$ cat config.mk
export PLATFORM = sky130hd
export DESIGN_NAME = interval_timer_flat
export DESIGN_NICKNAME = d
export VERILOG_FILES = /design/src/rtl/interval_timer_if.sv /design/src/rtl/interval_timer.sv /design/src/flat_wrapper.sv
export SDC_FILE = /design/constraint.sdc
export NUM_CORES = 1
export LEC_CHECK = 0
export BUFFER_PORTS_ARGS = -buffer_cell sky130_fd_sc_hd__buf_4
export CORE_UTILIZATION = 30
export CTS_BUF_LIST = sky130_fd_sc_hd__clkbuf_8
export DETAILED_ROUTE_END_ITERATION = 10
export GPL_TIMING_DRIVEN = 0
export PLACE_DENSITY = 0.57
export SYNTH_ARGS = -nofsm -noshare
export SYNTH_HDL_FRONTEND = slang
export SYNTH_SLANG_ARGS = --single-unit
$ cat constraint.sdc
create_clock -name clk -period 9.3 [get_ports clk]
set_clock_uncertainty 0.15 [all_clocks]
set_input_delay 2.325 -clock clk [delete_from_list [all_inputs] [get_ports clk]]
set_output_delay 2.325 -clock clk [all_outputs]
set_load 0.02 [all_outputs]
$ cat src/rtl/interval_timer_if.sv
// Bus bundle for interval_timer.
//   master drives: en, load, period_in, mode_in, start
//   slave  drives: tick, wave, busy, count
interface interval_timer_if #(
  parameter int unsigned WIDTH = 28
) ();
  localparam int unsigned MODE_W = 2;

  logic              en;
  logic              load;
  logic [WIDTH-1:0]  period_in;
  logic [MODE_W-1:0] mode_in;
  logic              start;
  logic              tick;
  logic              wave;
  logic              busy;
  logic [WIDTH-1:0]  count;

  modport master (
    output en, load, period_in, mode_in, start,
    input  tick, wave, busy, count
  );

  modport slave (
    input  en, load, period_in, mode_in, start,
    output tick, wave, busy, count
  );
endinterface

$ cat src/rtl/interval_timer.sv
// Programmable interval timer: divides clk by a runtime-loaded period P
// (0 treated as 1) in one of three modes:
//   SQUARE  (0)   : wave toggles on every terminal count (period 2*P, 50 %)
//   PULSE   (1,3) : one-cycle tick every P cycles, wave held low
//   ONESHOT (2)   : start opens a P-cycle gate on wave, retriggerable
// Ports:
//   clk  rising-edge clock
//   rst  synchronous active-high reset
//   bus  slave side of interval_timer_if
//        in : en, load, period_in, mode_in, start
//        out: tick, wave, count (registered); busy (comb from en/mode/state)
module interval_timer #(
  parameter int unsigned WIDTH          = 28,
  parameter int unsigned DEFAULT_PERIOD = 50_000_000
) (
  input  logic             clk,
  input  logic             rst,
  interval_timer_if.slave  bus
);

  typedef enum logic [1:0] {
    MODE_SQUARE  = 2'd0,
    MODE_PULSE   = 2'd1,
    MODE_ONESHOT = 2'd2,
    MODE_PULSE_3 = 2'd3
  } mode_e;

  typedef enum logic [1:0] {
    S_IDLE = 2'd0,
    S_RUN  = 2'd1,
    S_DONE = 2'd2
  } state_e;

  logic [WIDTH-1:0] count_q, count_d;
  logic [WIDTH-1:0] period_q, period_d;
  mode_e            mode_q, mode_d;
  state_e           state_q, state_d;
  logic             wave_q, wave_d;
  logic             tick_q, tick_d;

  logic [WIDTH-1:0] peff;
  logic             terminal;
  logic             oneshot;
  logic             running;

  // Effective period: a programmed 0 behaves as 1 so the counter never wraps.
  assign peff     = (period_q == '0) ? WIDTH'(1) : period_q;
  assign terminal = (count_q == (peff - WIDTH'(1)));
  assign oneshot  = (mode_q == MODE_ONESHOT);
  assign running  = oneshot ? (state_q == S_RUN) : 1'b1;

  // State register.
  always_ff @(posedge clk) begin
    if (rst) begin
      count_q  <= '0;
      period_q <= WIDTH'(DEFAULT_PERIOD);
      mode_q   <= MODE_SQUARE;
      state_q  <= S_IDLE;
      wave_q   <= 1'b0;
      tick_q   <= 1'b0;
    end else begin
      count_q  <= count_d;
      period_q <= period_d;
      mode_q   <= mode_d;
      state_q  <= state_d;
      wave_q   <= wave_d;
      tick_q   <= tick_d;
    end
  end

  // Next state: load beats start beats counting; tick only on a terminal edge.
  always_comb begin
    count_d  = count_q;
    period_d = period_q;
    mode_d   = mode_q;
    state_d  = state_q;
    wave_d   = wave_q;
    tick_d   = 1'b0;

    if (bus.load) begin
      period_d = bus.period_in;
      mode_d   = mode_e'(bus.mode_in);
      count_d  = '0;
      wave_d   = 1'b0;
      state_d  = S_IDLE;
    end else if (oneshot && bus.start && bus.en) begin
      // Fresh trigger or retrigger: restart the gate window from zero.
      state_d = S_RUN;
      count_d = '0;
      wave_d  = 1'b1;
    end else if (bus.en && running) begin
      if (terminal) begin
        count_d = '0;
        tick_d  = 1'b1;
        case (mode_q)
          MODE_SQUARE:  wave_d = ~wave_q;
          MODE_ONESHOT: begin
            state_d = S_DONE;
            wave_d  = 1'b0;
          end
          default:      wave_d = 1'b0;
        endcase
      end else begin
        count_d = count_q + WIDTH'(1);
      end
    end
  end

  assign bus.tick  = tick_q;
  assign bus.wave  = wave_q;
  assign bus.count = count_q;
  // busy is the only combinational output: it mirrors en outside one-shot mode.
  assign bus.busy  = oneshot ? (state_q == S_RUN) : bus.en;

endmodule
$ cat src/flat_wrapper.sv
// flat-port wrapper written by rule: the top's interface ports become plain ports
module interval_timer_flat 
#(
  parameter int unsigned WIDTH          = 28,
  parameter int unsigned DEFAULT_PERIOD = 50_000_000
)
  (clk, rst, bus_en, bus_load, bus_period_in, bus_mode_in, bus_start, bus_tick, bus_wave, bus_busy, bus_count);
  interval_timer_if #(.WIDTH(WIDTH)) bus_i ();
  input  logic clk;
  input  logic rst;
  input wire logic [$bits(bus_i.en)-1:0] bus_en;
  input wire logic [$bits(bus_i.load)-1:0] bus_load;
  input wire logic [$bits(bus_i.period_in)-1:0] bus_period_in;
  input wire logic [$bits(bus_i.mode_in)-1:0] bus_mode_in;
  input wire logic [$bits(bus_i.start)-1:0] bus_start;
  output wire logic [$bits(bus_i.tick)-1:0] bus_tick;
  output wire logic [$bits(bus_i.wave)-1:0] bus_wave;
  output wire logic [$bits(bus_i.busy)-1:0] bus_busy;
  output wire logic [$bits(bus_i.count)-1:0] bus_count;
  assign bus_i.en = bus_en;
  assign bus_i.load = bus_load;
  assign bus_i.period_in = bus_period_in;
  assign bus_i.mode_in = bus_mode_in;
  assign bus_i.start = bus_start;
  assign bus_tick = bus_i.tick;
  assign bus_wave = bus_i.wave;
  assign bus_busy = bus_i.busy;
  assign bus_count = bus_i.count;
  interval_timer #(.WIDTH(WIDTH), .DEFAULT_PERIOD(DEFAULT_PERIOD)) u_core (.clk(clk), .rst(rst), .bus(bus_i));
endmodule
### After elaboration in Yosys (flattened, before gate mapping)

Index checks and enable logic that the tools add are counted.

| operators by class | value |
|---|---|
| $add $sub $neg | 2 |
| equality and inequality tests | 3 |
| multiplexer cells | 13 |
| bitwise gates (word level) | 2 |
| reductions and logical operators | 14 |

Operators with widths:

| kind | number |
|---|---|
| $mux 28 | 2 |
| $add 28x1->28 const B | 1 |
| $eq 28x28->1 | 1 |
| $logic_not 28->1 | 1 |
| $sub 28x1->28 const B | 1 |
| $mux 1 | 11 |
| $reduce_and 3->1 | 2 |
| $reduce_bool 2->1 | 3 |
| $reduce_or 4->1 | 1 |
| $logic_and 1x1->1 | 3 |
| $reduce_or 3->1 | 1 |
| $eq 2x1->1 const B | 1 |
| $eq 2x2->1 const B | 1 |
| $logic_not 2->1 | 1 |
| $not 1->1 | 2 |
| $reduce_and 2->1 | 1 |
| $reduce_or 2->1 | 1 |

| word-level totals | value |
|---|---|
| register bits | 62 |
| input bits | 35 |
| output and inout port bits | 31 |

### Logic depth before layout (Yosys ltp)

Gate-level depths: netlist of run 1.

| logic depth | value |
|---|---|
| depth after elaboration | 7 |
| gate-level depth with buffers | 16 |

### Worst setup path before layout of run 1

Ideal clock, no wire load.

| timing path | value |
|---|---|
| kind | input to output |
| start | input port bus_en |
| end | output port bus_busy |
| arrival | 2.583 ns |
| data required time | 6.825 ns |
| setup slack | 4.242 ns |
| cell stages on the path | 2 |
| buffers on the path | 0 |
| cell sequence | nand2_1 o21ai_0 |

| on the way | value |
|---|---|
| longest elaborated chain between the ends | 1 |

RTL lines:

| what | RTL line | RTL |
|---|---|---|
| start, declared | flat_wrapper.sv:11 | `input wire logic [$bits(bus_i.en)-1:0] bus_en;` |
| $mux 1 | interval_timer.sv:113 | `assign bus.busy = oneshot ? (state_q == S_RUN) : bus.en;` |
| end, declared | flat_wrapper.sv:18 | `output wire logic [$bits(bus_i.busy)-1:0] bus_busy;` |

No other way between the ends.

### Worst setup path after layout of run 1

Ends and elaborated chain as after synthesis.

==> qor.yml, run 1 <==
status: "finished, final reports clean"
place_area_mm2: 0.00463
powerDensity_mw_per_mm2: 127
hp-class: "flip-flop to flip-flop"
initial_core_util_pct: 31.0
cts_tree: "yes"
peakVddDrop_v: 0.0000671
clkLatencyLatePin_ns: 0.36
antenna-diode-count: 0
rows: 41
dieWidth_um: 116
tightest_slew_ns: 0.756
synth_area_mm2: 0.00392
ys_seq_area_share_pct: 31.6
tns_ns: 0
nNetsFinal: 549
finalWirelength_um: 10600
drv_slew: 0
h-tree-depth: 3
fin_cells: 689
muxShareOfSynthArea_pct: 4.59
firstDrtPassIters: 4
grt_first_pass_wirelength_um: 17500
io_buffers: 65
syn-instance-count: 436
yosys.area.top_type: "dfxtp_1"
vias_per_cell: 5.08
first_global_vias: 3448
drc_errors: 0
fp.dieH_um: 116
synthArstFlopShare_pct: 0
coreArea_mm2: 0.0127
rsz0062_at_grt: "no"
synth_top_area_share_pct: 31.6
area_growth_syn_to_layout_pct: 23.0
root_buffer: "clkbuf_8"
worst-r2r-setup-slack_ns: 4.88
cp.arrival_ns: 2.72
synth_top_family_by_area: "simple AND/OR/NAND/NOR gates"
numCtsBuffers: 9
final_antenna_net_count: 0
drtIter0Drc: 174
critical_path_class: "input pin to primary output"
yosys.area_share.simple_pct: 32.2
fin_total_pwr_uw: 613
grt_overflow: 0
setup.worst_path.end: "bus_busy"
min_period_ns: 5.20
worstSetupStartpoint: "bus_en"
required_ns: 6.83
clk_pin_slew_ns: 0.07
die-area_mm2: 0.0135
layout_setup_ws_ns: 4.10
avgSynthCellArea_um2: 9.00
pin_count: 66
worstPathMaxFanout: 3
finish.utilization_pct: 38.1
gp_congestion: 0.832
grt_start_max_net_pins: 11
post-cts-setup-buffer-count: 0
end_kind: "primary output"
synth_fp_nets: 473
synthAdderAreaFrac_pct: 0.638
whs_ns: 0.338
dpl.hpwl_um: 8370
vias: 3500
fin_area_mm2: 0.00483
power.leakage_nw: 1.80
ys_warn_count: 0
reg2reg_to: "u_core.bus.count[3]"
wire_per_inst_um: 15.4
slew_headroom_pct: 49.2
synth-seq-cells: 62
period_share_pct: 55.9
r2r_cells: 14
fmax_ghz: 0.192
drv_cap: 0
drive_gt1_share_pct: 24.4
hold_viol: 0
post_cts_resized: 0
synth_area_leaders: "dfxtp_1 (32%), xor2_1 (6.9%), xnor2_1 (6.0%), nor3_2 (5.1%), mux2i_1 (4.6%)"
gr-usage-all-layers_pct: 17.1
synth_compound_area_share_pct: 12.4
hold_buffers: 0
preCtsSetupSlack_ns: 4.10
start_kind: "input pin"
synth.distinct_cells: 66
antenna_found_initial: 0
clkSinkCount: 62
finalSetupViolations: 0
synth_xor_area_share_pct: 13.5
clockBufferDepth: 2
numPlacedInstances: 673
synth_edf_count: 0
reg2reg_from: "u_core.period_q[17]"
synth_ff_type: "dfxtp_1"
kinds of logic after synthesis:
family,after synthesis
and+or+nand+nor,195
AOI/OAI and AO/OA,62
DFF,62
xor gates and xnor gates,59
buffers and inverters,38
muxes,18
adders and majority gates,2
critical path, stage by stage:
cell and delay (ns):
buf_4 0.12, nand2_1 0.04, o21ai_0 0.07, buf_4 0.17
registers in the layout, indices dropped and copies added, names as in the netlist:
signal            flops
u_core.mode_q         2
u_core.period_q      28
u_core.bus.count     28
u_core.bus.tick       1
u_core.state_q        2
u_core.bus.wave       1
cells in the mapped netlist (all sizes together), types with 2 or more instances:
master / number
and3: 9
a21o: 2
clkbuf: 15
xor2: 31
nor4: 12
buf: 9
nor4b: 2
o211ai: 3
dfxtp: 62
xnor2: 27
o2111ai: 2
o21ai: 6
nor3b: 3
nor3: 38
a211oi: 4
or4: 4
a211o: 15
and4: 4
a21oi: 8
a41oi: 2
inv: 14
or3: 3
nor2: 37
nor2b: 14
a21boi: 3
nand2: 23
o31ai: 3
nand2b: 7
nand4b: 2
a31oi: 4
nand4: 15
nand3: 15
a31o: 2
ha: 2
mux2i: 18
nand4bb: 2
a2111oi: 3
worst min-delay path by stage:
stage / to / slack, ns / from / cells after the start
after floorplan: u_core.state_q[1] / 0.28 / u_core.state_q[1] / 2
after global placement: u_core.state_q[1] / 0.31 / u_core.state_q[1] / 2
final: u_core.state_q[1] / 0.34 / u_core.state_q[1] / 2
after detailed placement: u_core.state_q[1] / 0.33 / u_core.state_q[1] / 2
after global routing: u_core.state_q[0] / 0.38 / u_core.state_q[0] / 2
after CTS: u_core.state_q[1] / 0.34 / u_core.state_q[1] / 2
cell type report:
cell class                      instances  area [um^2]
Fill cell                            1294         7840
Buffer                                 24          143
Multi-Input combinational cell        336         2490
Clock buffer                           11          151
Tap cell                              172          215
Inverter                               14         52.6
Sequential cell                        62         1240
Timing Repair Buffer                   65          488
Clock inverter                          5         48.8
placed cells by master, fill, tap and decap left out, drive strengths merged, types with 9 or more instances in the layout:
cell type	netlist	layout
a211o	15	15
and3	9	9
buf	9	74
clkbuf	15	26
dfxtp	62	62
inv	14	15
mux2i	18	18
nand2	23	23
nand3	15	15
nand4	15	15
nor2	37	37
nor2b	14	14
nor3	38	38
nor4	12	12
xnor2	27	27
xor2	31	31
per-layer routing:
metal / GRT usage, % / routed length, um / up-vias
met5: 0 / 0 / -
met4: 5.73 / 189 / 0
met3: 4.72 / 477 / 14
met2: 28.4 / 4990 / 78
met1: 21.1 / 4930 / 1670
li1: - / - / 1738
report_power, final:
part | internal (mW) | total, mW | switching, mW
combinational | 0.0391 | 0.0795 | 0.0404
sequential | 0.274 | 0.290 | 0.0154
clock | 0.136 | 0.244 | 0.108
Power figures use the tool's default switching activity.
==> run 2, diff against run 1 <==
Settings changed: ABC_AREA set to 1, PLACE_DENSITY 0.57 to 0.58.
Clock period 9.3 ns to 4.7 ns, I/O delays scaled along.
==> run 2 against run 1 <==
Clock-buffer cell count is the same. Register-to-register slack worse by 4.1 ns. Final cell count grew 37%. Worst hold slack worse by 0.023 ns. Non-clock buffer count down 12. Largest cell class unchanged. Clock power is 72% higher. Die area grew 11%. Synthesized cell count up 57%.
==> qor.yml, run 2 <==
preCtsSetupSlack_ns: 0.841
syn-instance-count: 686
slew_headroom_pct: 57.1
worstPathMaxFanout: 10
multiInputGateArea_mm2: 0.00268
antenna-diode-count: 0
vias: 4533
ys_seq_area_share_pct: 28.4
top_usage_layer: "met2"
synth_ff_type: "dfxtp_1"
finish.utilization_pct: 37.4
antenna_found_initial: 0
synth_edf_count: 0
start_kind: "flip-flop"
gr-usage-all-layers_pct: 19.7
ys_warn_count: 0
use_met2_pct: 30.9
pin_count: 66
finalSetupViolations: 0
whs_ns: 0.316
hold_viol: 0
synth-seq-cells: 62
cp_num_buf_inv: 3
nNetsFinal: 798
cp_top_family: "simple AND/OR/NAND/NOR gates"
dpl.hpwl_um: 11200
end_kind: "flip-flop"
period_share_pct: 82.5
cpPeakStageDelay_ns: 0.41
firstDrtPassIters: 5
layout_common_cells: "nand2_1 (149), inv_1 (90), nor2_1 (82)"
fillCellCount: 1580
synth.distinct_cells: 38
cts_tree: "yes"
synth.cells.most_frequent: "nand2_1 (149), inv_1 (87), nor2_1 (82)"
grt_first_pass_wirelength_um: 22600
drv_cap: 0
fp.dieH_um: 123
final_common_cell: "nand2_1"
post_cts_resized: 0
area_growth_syn_to_layout_pct: 20.0
synthArstFlopShare_pct: 0
crit_top_cell: "nor2_4"
synth_area_mm2: 0.00438
cp_cell_sequence: "nor2_1 > nand2_1 > nor2_4 > nand2_2 > nor2_4 > nor2_2 > buf_6 > ha_1 > nand2_1 > nor2_4 > nand4_1 > xnor3_1 > nand2_1 > nor2_1 > nand4_1 > nor2_2 > nand2_2 > nand2_2 > buf_6 > buf_12 > nor2_4"
hp-class: "flip-flop to flip-flop"
drc_errors: 0
clk_pin_slew_ns: 0.07
synth_fp_nets: 723
avgSynthCellArea_um2: 6.38
clkLatencyLatePin_ns: 0.36
grt_start_max_net_pins: 11
post-cts-setup-buffer-count: 0
peakVddDrop_v: 0.000148
required_ns: 4.79
root_buffer: "clkbuf_8"
powerDensity_mw_per_mm2: 230
clockBufferDepth: 2
hold_buffers: 0
min_period_ns: 3.88
initial_core_util_pct: 31.2
dieWidth_um: 123
io_buffers: 64
use_met1_pct: 26.6
drv_slew: 0
tightest_slew_ns: 0.638
fmax_ghz: 0.258
drive_gt1_share_pct: 16.7
cp.arrival_ns: 3.96
critical_path_class: "flip-flop to flip-flop"
cpMaxStageDelayCell: "dfxtp_1"
synth_area_leaders: "dfxtp_1 (28%), nand2_1 (13%), inv_1 (7.5%), nor2_1 (7.0%), nand3_1 (6.6%)"
power.leakage_nw: 2.32
synth_top_area_share_pct: 28.4
wire_per_inst_um: 14.4
vias_per_cell: 4.80
rsz0062_at_grt: "no"
layout_setup_ws_ns: 0.823
use_met3_pct: 4.09
grt_overflow: 0
rows: 43
drtIter0Drc: 248
status: "finished, final reports clean"
numCtsBuffers: 9
h-tree-depth: 3
coreArea_mm2: 0.0140
first_global_vias: 4492
regArea_mm2: 0.00124
gp_congestion: 0.862
clkSinkCount: 62
die-area_mm2: 0.0151
yosysMostFrequentCell: "nand2_1"
tns_ns: 0
finalWirelength_um: 13600
final_antenna_net_count: 0
yosys.area.top_type: "dfxtp_1"
run 2: worst paths after layout:
check	startpoint	endpoint	slack, ns	cells after the start
setup / recovery	u_core.period_q[16]	u_core.bus.count[10]	0.82	21
hold / removal	u_core.state_q[1]	u_core.state_q[1]	0.32	2
setup reg to reg	u_core.period_q[16]	u_core.bus.count[10]	0.82	21
hold reg to reg	u_core.state_q[1]	u_core.state_q[1]	0.32	2
run 2: worst reg2reg max path, cell delays in order (launching register included):
cell and delay (ns):
dfxtp_1 0.41, nor2_1 0.11, nand2_1 0.13, nor2_4 0.05, nand2_2 0.09, nor2_4 0.06, nor2_2 0.18, buf_6 0.18
ha_1 0.20, nand2_1 0.17, nor2_4 0.29, nand4_1 0.31, xnor3_1 0.32, nand2_1 0.06, nor2_1 0.10, nand4_1 0.15
nor2_2 0.19, nand2_2 0.08, nand2_2 0.09, buf_6 0.17, buf_12 0.19, nor2_4 0.04
run 2: layout make-up:
type / instances / area share (%)
buffer: 13 / 1.53
timing repair buffer: 64 / 9.15
sequential: 62 / 23.6
tap: 180 / 4.29
clock inverter: 4 / 0.310
inverter: 100 / 7.15
clock buffer: 11 / 2.88
multi-input combinational: 511 / 51.0
run 2: power by group:
group | internal (mW) | switching (mW) | leakage (nW)
combinational | 0.0815 | 0.139 | 1.71
sequential | 0.544 | 0.0215 | 0.508
clock | 0.211 | 0.209 | 0.0990
total | 0.836 | 0.370 | 2.32
run 2: cells by family after synthesis:
logic type	Yosys count	synth area share, %
AOI/OAI and AO/OA	83	10.1
xor gates and xnor gates	42	8.72
adders and majority gates	2	0.572
buffers and inverters	113	10.4
DFF	62	28.4
and+or+nand+nor	384	41.8
run 2: per-layer routing:
metal | vias to the layer above | part of all wire (%)
met5 | - | 0
met4 | 0 | 2.1
met3 | 23 | 5.6
met2 | 121 | 43
met1 | 2020 | 49
li1 | 2369 | -
run 2: per-stage QoR:
stage	cell area, um^2	cells	total power [mW]
6_report	5250	945	1.21
3_3_place_gp	5080	930	0.797
4_1_cts	5250	945	1.22
5_1_grt	5250	945	1.27
3_5_place_dp	5080	930	0.798
2_1_floorplan	4380	686	0.725
